File: config.mk
export PLATFORM = sky130hd
export DESIGN_NAME = mux_rr_2to1
export DESIGN_NICKNAME = d
export VERILOG_FILES = /design/src/rtl/mux_rr_2to1_pkg.sv /design/src/rtl/mux_rr_2to1_arb_rr2.sv /design/src/rtl/mux_rr_2to1.sv
export SDC_FILE = /design/constraint.sdc
export NUM_CORES = 1
export LEC_CHECK = 0
export ABC_AREA = 1
export ABC_CLOCK_PERIOD_IN_PS = 3200
export CAP_MARGIN = 40
export CORE_AREA = 3 3 40 42
export DETAILED_ROUTE_END_ITERATION = 10
export DIE_AREA = 0 0 43 45
export SLEW_MARGIN = 20
export SYNTH_ARGS = -nofsm -noshare
export SYNTH_HDL_FRONTEND = slang
export SYNTH_SLANG_ARGS = --single-unit
export TNS_END_PERCENT = 50
File: constraint.sdc
create_clock -name clk -period 3.2 [get_ports clk]
set_clock_uncertainty 0.1 [all_clocks]
set_input_delay 0.8 -clock clk [delete_from_list [all_inputs] [get_ports clk]]
set_output_delay 0.8 -clock clk [all_outputs]
set_load 0.05 [all_outputs]
File: src/rtl/mux_rr_2to1_pkg.sv
// Shared constants for the 1:2 demux / 2:1 merge pair and their checker:
// default word width, lane indices and the merge FSM state encoding.
package mux_rr_2to1_pkg;

  localparam int DEF_DATA_SIZE = 4;

  localparam logic LANE0 = 1'b0;
  localparam logic LANE1 = 1'b1;

  typedef enum logic [1:0] {
    IDLE  = 2'b00,
    SEND0 = 2'b01,
    SEND1 = 2'b10
  } state_t;

endpackage

File: src/rtl/mux_rr_2to1_arb_rr2.sv
// Two-lane round-robin arbiter: combinational grants from lane occupancy,
// pause and reset, with the last served lane held in a register.
module arb_rr2
  import mux_rr_2to1_pkg::*;
(
  input  logic clk,
  input  logic reset_L,
  input  logic empty0,
  input  logic empty1,
  input  logic pause,
  output logic grant0,
  output logic grant1
);

  logic r_last_sel;
  logic w_req0;
  logic w_req1;

  // reset_L gates the requests so no word is popped while reset is held
  assign w_req0 = reset_L & ~pause & ~empty0;
  assign w_req1 = reset_L & ~pause & ~empty1;

  assign grant0 = w_req0 & (~w_req1 | (r_last_sel == LANE1));
  assign grant1 = w_req1 & (~w_req0 | (r_last_sel == LANE0));

  always_ff @(posedge clk or negedge reset_L) begin
    if (!reset_L) begin
      r_last_sel <= LANE1;
    end else if (grant0) begin
      r_last_sel <= LANE0;
    end else if (grant1) begin
      r_last_sel <= LANE1;
    end
  end

endmodule

File: src/rtl/mux_rr_2to1.sv
// Merges two first-word-fall-through lane FIFOs into one downstream stream,
// alternating lanes when both hold data so a demuxed stream is reassembled.
//
// state | meaning
// IDLE  | no push this cycle
// SEND0 | pushing a word taken from lane 0
// SEND1 | pushing a word taken from lane 1
module mux_rr_2to1
  import mux_rr_2to1_pkg::*;
#(
  parameter int DATA_SIZE = DEF_DATA_SIZE
) (
  input  logic                 clk,
  input  logic                 reset_L,
  input  logic [DATA_SIZE-1:0] data_in0,
  input  logic                 empty0,
  output logic                 pop0,
  input  logic [DATA_SIZE-1:0] data_in1,
  input  logic                 empty1,
  output logic                 pop1,
  input  logic                 pause,
  output logic [DATA_SIZE-1:0] data_out,
  output logic                 push
);

  state_t               r_state;
  state_t               w_next_state;
  logic [DATA_SIZE-1:0] r_data_out;
  logic                 w_grant0;
  logic                 w_grant1;

  arb_rr2 u_arb (
    .clk     (clk),
    .reset_L (reset_L),
    .empty0  (empty0),
    .empty1  (empty1),
    .pause   (pause),
    .grant0  (w_grant0),
    .grant1  (w_grant1)
  );

  always_ff @(posedge clk or negedge reset_L) begin
    if (!reset_L) begin
      r_state <= IDLE;
    end else begin
      r_state <= w_next_state;
    end
  end

  always_comb begin
    w_next_state = IDLE;
    if (w_grant0) begin
      w_next_state = SEND0;
    end else if (w_grant1) begin
      w_next_state = SEND1;
    end
  end

  always_comb begin
    pop0 = w_grant0;
    pop1 = w_grant1;
    push = (r_state == SEND0) || (r_state == SEND1);
  end

  // data_out keeps the last pushed word through idle cycles
  always_ff @(posedge clk or negedge reset_L) begin
    if (!reset_L) begin
      r_data_out <= '0;
    end else if (w_grant0) begin
      r_data_out <= data_in0;
    end else if (w_grant1) begin
      r_data_out <= data_in1;
    end
  end

  assign data_out = r_data_out;

endmodule

==> metrics.md <==
| Metric | Value |
|---|---|
| Status | complete, no violations |
| Placed insts | 89 |
| Netlist Area Pre-Place | 407 um^2 |
| Number of library cell types mapped by synthesis | 13 |
| Global routing usage on met3 | 4.38% |
| Root buf cell | clkbuf_4 |
| Fin nets | 92 |
| Fin crit period | 2870 ps |
| Worst-skew pair later-pin latency | 240 ps |
| CTS tree | yes |
| Synthesized area per cell | 7.53 um^2 |
| I/O pin count | 20 |
| Overflow after GRT | 0 |
| Max FO, Critical Path | 5 |
| Leak Pwr | 0.365 nW |
| Filler cells | 137 |
| Fin Setup TNS | 0 ps |
| Met1 usage | 13.4% |
| Largest net degree at the start of global routing | 7 |
| Worst-margin pin slew | 505 ps |
| Worst-path clk slew | 60 ps |
| Register-to-register setup slack | 2070 ps |
| WL final | 902 um |
| H-tree depth | 1 |
| GR met2 Demand/Resource | 17.1% |
| Hold_sp | data_out[0]$_DFFE_PN0P_ |
| Setup CP Type | in -> out |
| Power Density | 447 nW/um^2 |
| Initial drt markers | 5 |
| WL/cell | 9.70 um |
| Number of hold buffers added after CTS | 0 |
| Global route hottest layer | met2 |
| Hold path depth | 2 |
| Full die area | 1940 um^2 |
| Critical Path Max Stage Delay | 570 ps |
| HPWL after DPL | 764 um |
| Max Freq | 349 MHz |
| Register area share after synthesis | 43.4% |
| Die X | 43 um |
| Yosys warns | 0 |
| Layout cells sized above 1 | 17.9% |
| CP arrival | 1970 ps |
| Net Count, Synth | 67 |
| GRT Total Usage | 11.0% |
| CP most frequent cell | inv_1 |
| Die Ht | 45 um |
| Antenna diode count | 0 |
| First-pass GRT wire length | 1570 um |
| Area leader, netlist | dfrtp_1 |
| Min-Delay Endpoint | data_out[0]$_DFFE_PN0P_ |
| # DRC | 0 |
| CTS Sinks | 7 |
| Largest cells by area after synthesis | dfrtp_1, inv_1, nand2_1 |
| Fin. max-slew vios | 0 |
| Drt pass-1 iters | 4 |
| Synth-to-Final Area Change | 64.6% |
| Fin cells | 93 |
| RSZ-0062 raised after global routing | no |
| Antenna violations before repair | 0 |
| Post-CTS setup buffers | 0 |
| Hold Fails Final Rpt | 0 |
| CP Capture Type | output port |
| Post-synth top area share | 36.9% |
| Row cnt | 13 |
| CP bufs+invs | 4 |
| Core area | 1280 um^2 |
| Cell Chain, Critical Path | clkdlybuf4s50_1 > inv_1 > nor2_1 > nand3_4 > inv_1 > buf_12 |
| Via count | 400 |
| Critical path's top delay family | buffers and inverters |
| Via density | 4.30 |
| FF+latch count, synth | 7 |
| Vias in the first global route | 382 |
| Initial Utilization | 31.6% |
| CP required | 2300 ps |
| Port Buffers | 19 |
| Rel. slew slack | 66.2% |
| Pre-CTS setup slack | 324 ps |
| CTS-repair resized insts | 0 |
| Max stage delay cell, worst path | clkdlybuf4s50_1 |
| RR Endpoint | data_out[2]$_DFFE_PN0P_ |
| R2r startpoint | u_arb.r_last_sel$_DFFE_PN1P_ |
| PnR worst setup slack | 332 ps |
| CTS buffer count | 3 |
| Cells after synthesis | 54 |
| Worst reg2reg path depth | 6 |
| Final setup viols | 0 |
| Clk buf depth | 2 |
| Tcrit/Tclk final | 89.6% |
| Gpl congestion | 0.762 |
| Max_cap viols | 0 |
| Startpoint types | input pin |
| Max VDD drop | 225 uV |
| Antenna-violating nets left | 0 |
| Worst Hold Class | reg -> reg |
final cells by class:
cell class / instances / area, um^2 / area share (%)
flip-flops and latches: 7 / 176 / 26.4
clock buffers: 4 / 26.3 / 3.93
repair buffers: 20 / 218 / 32.5
well taps: 15 / 18.8 / 2.80
inverters: 17 / 63.8 / 9.53
multi-input cells: 30 / 166 / 24.9
cell usage in the layout, fill, tap and decap left out:
cell type         n
nand2_4           1
clkdlybuf4s50_1  17
nor2_1            3
nand3_1           8
buf_12            2
a21oi_4           1
nand3_4           1
xor2_1            1
nand2_1          12
dfrtp_1           6
inv_1            14
o21ai_1           2
nand2_2           1
clkbuf_1          1
dfstp_2           1
clkbuf_4          3
buf_4             1
inv_2             3
flip-flops by register name, indices dropped and copies added (netlist names):
register          cells
u_arb.r_last_sel      1
r_state               2
data_out              4
per-stage QoR:
stage	utilization [%]	total power [W]	cell area [um^2]	hold WS, ps
final	52.1	0.000299	669	376
after global routing	52.1	0.000317	669	424
after CTS	52.1	0.000303	669	383
after detailed placement	50.0	0.000221	643	367
after global placement	50.0	0.000221	643	366
after floorplan	-	0.000172	407	404
synthesized netlist by cell type, drive strengths merged:
library cell / n
nand2: 14
dfrtp: 6
inv: 17
dfstp: 1
xor2: 1
a21oi: 1
o21ai: 2
nor2: 3
nand3: 9
metal layers:
layer / routed length, um / share of wire (%)
met1: 410 / 45
met2: 393 / 44
met3: 68 / 7.5
met4: 30 / 3.3
met5: 0 / 0
kinds of logic after synthesis:
kind of cell	Yosys count	share of synthesized area [%]
AO/OA/AOI/OAI	3	6.46
XOR/XNOR	1	2.15
buffers and inverters	17	15.7
flip-flops	7	43.4
AND/OR/NAND/NOR	26	32.3
how the worst max path moves through the flow:
stage / start / to / slack [ps] / depth (start not counted)
after floorplan: reset_L / pop0 / 900 / 4
after global placement: reset_L / pop0 / 330 / 6
after detailed placement: reset_L / pop0 / 320 / 6
after CTS: reset_L / pop0 / 320 / 6
after global routing: reset_L / pop1 / 220 / 6
final: reset_L / pop0 / 330 / 6
where the power goes:
group	switching, W	total, W	internal (W)
Combinational	0.0000679	0.000112	0.0000440
Sequential	0.00000536	0.000107	0.000102
Clock	0.0000327	0.0000803	0.0000476
Total	0.000106	0.000299	0.000193
worst register-to-register path, delay by kind of cell, from the launching register on:
family | cells | cell delay (ps)
buffers and inverters | 1 | 70
flip-flops | 1 | 510
AND/OR/NAND/NOR | 5 | 390
Power figures use the tool's default switching activity.
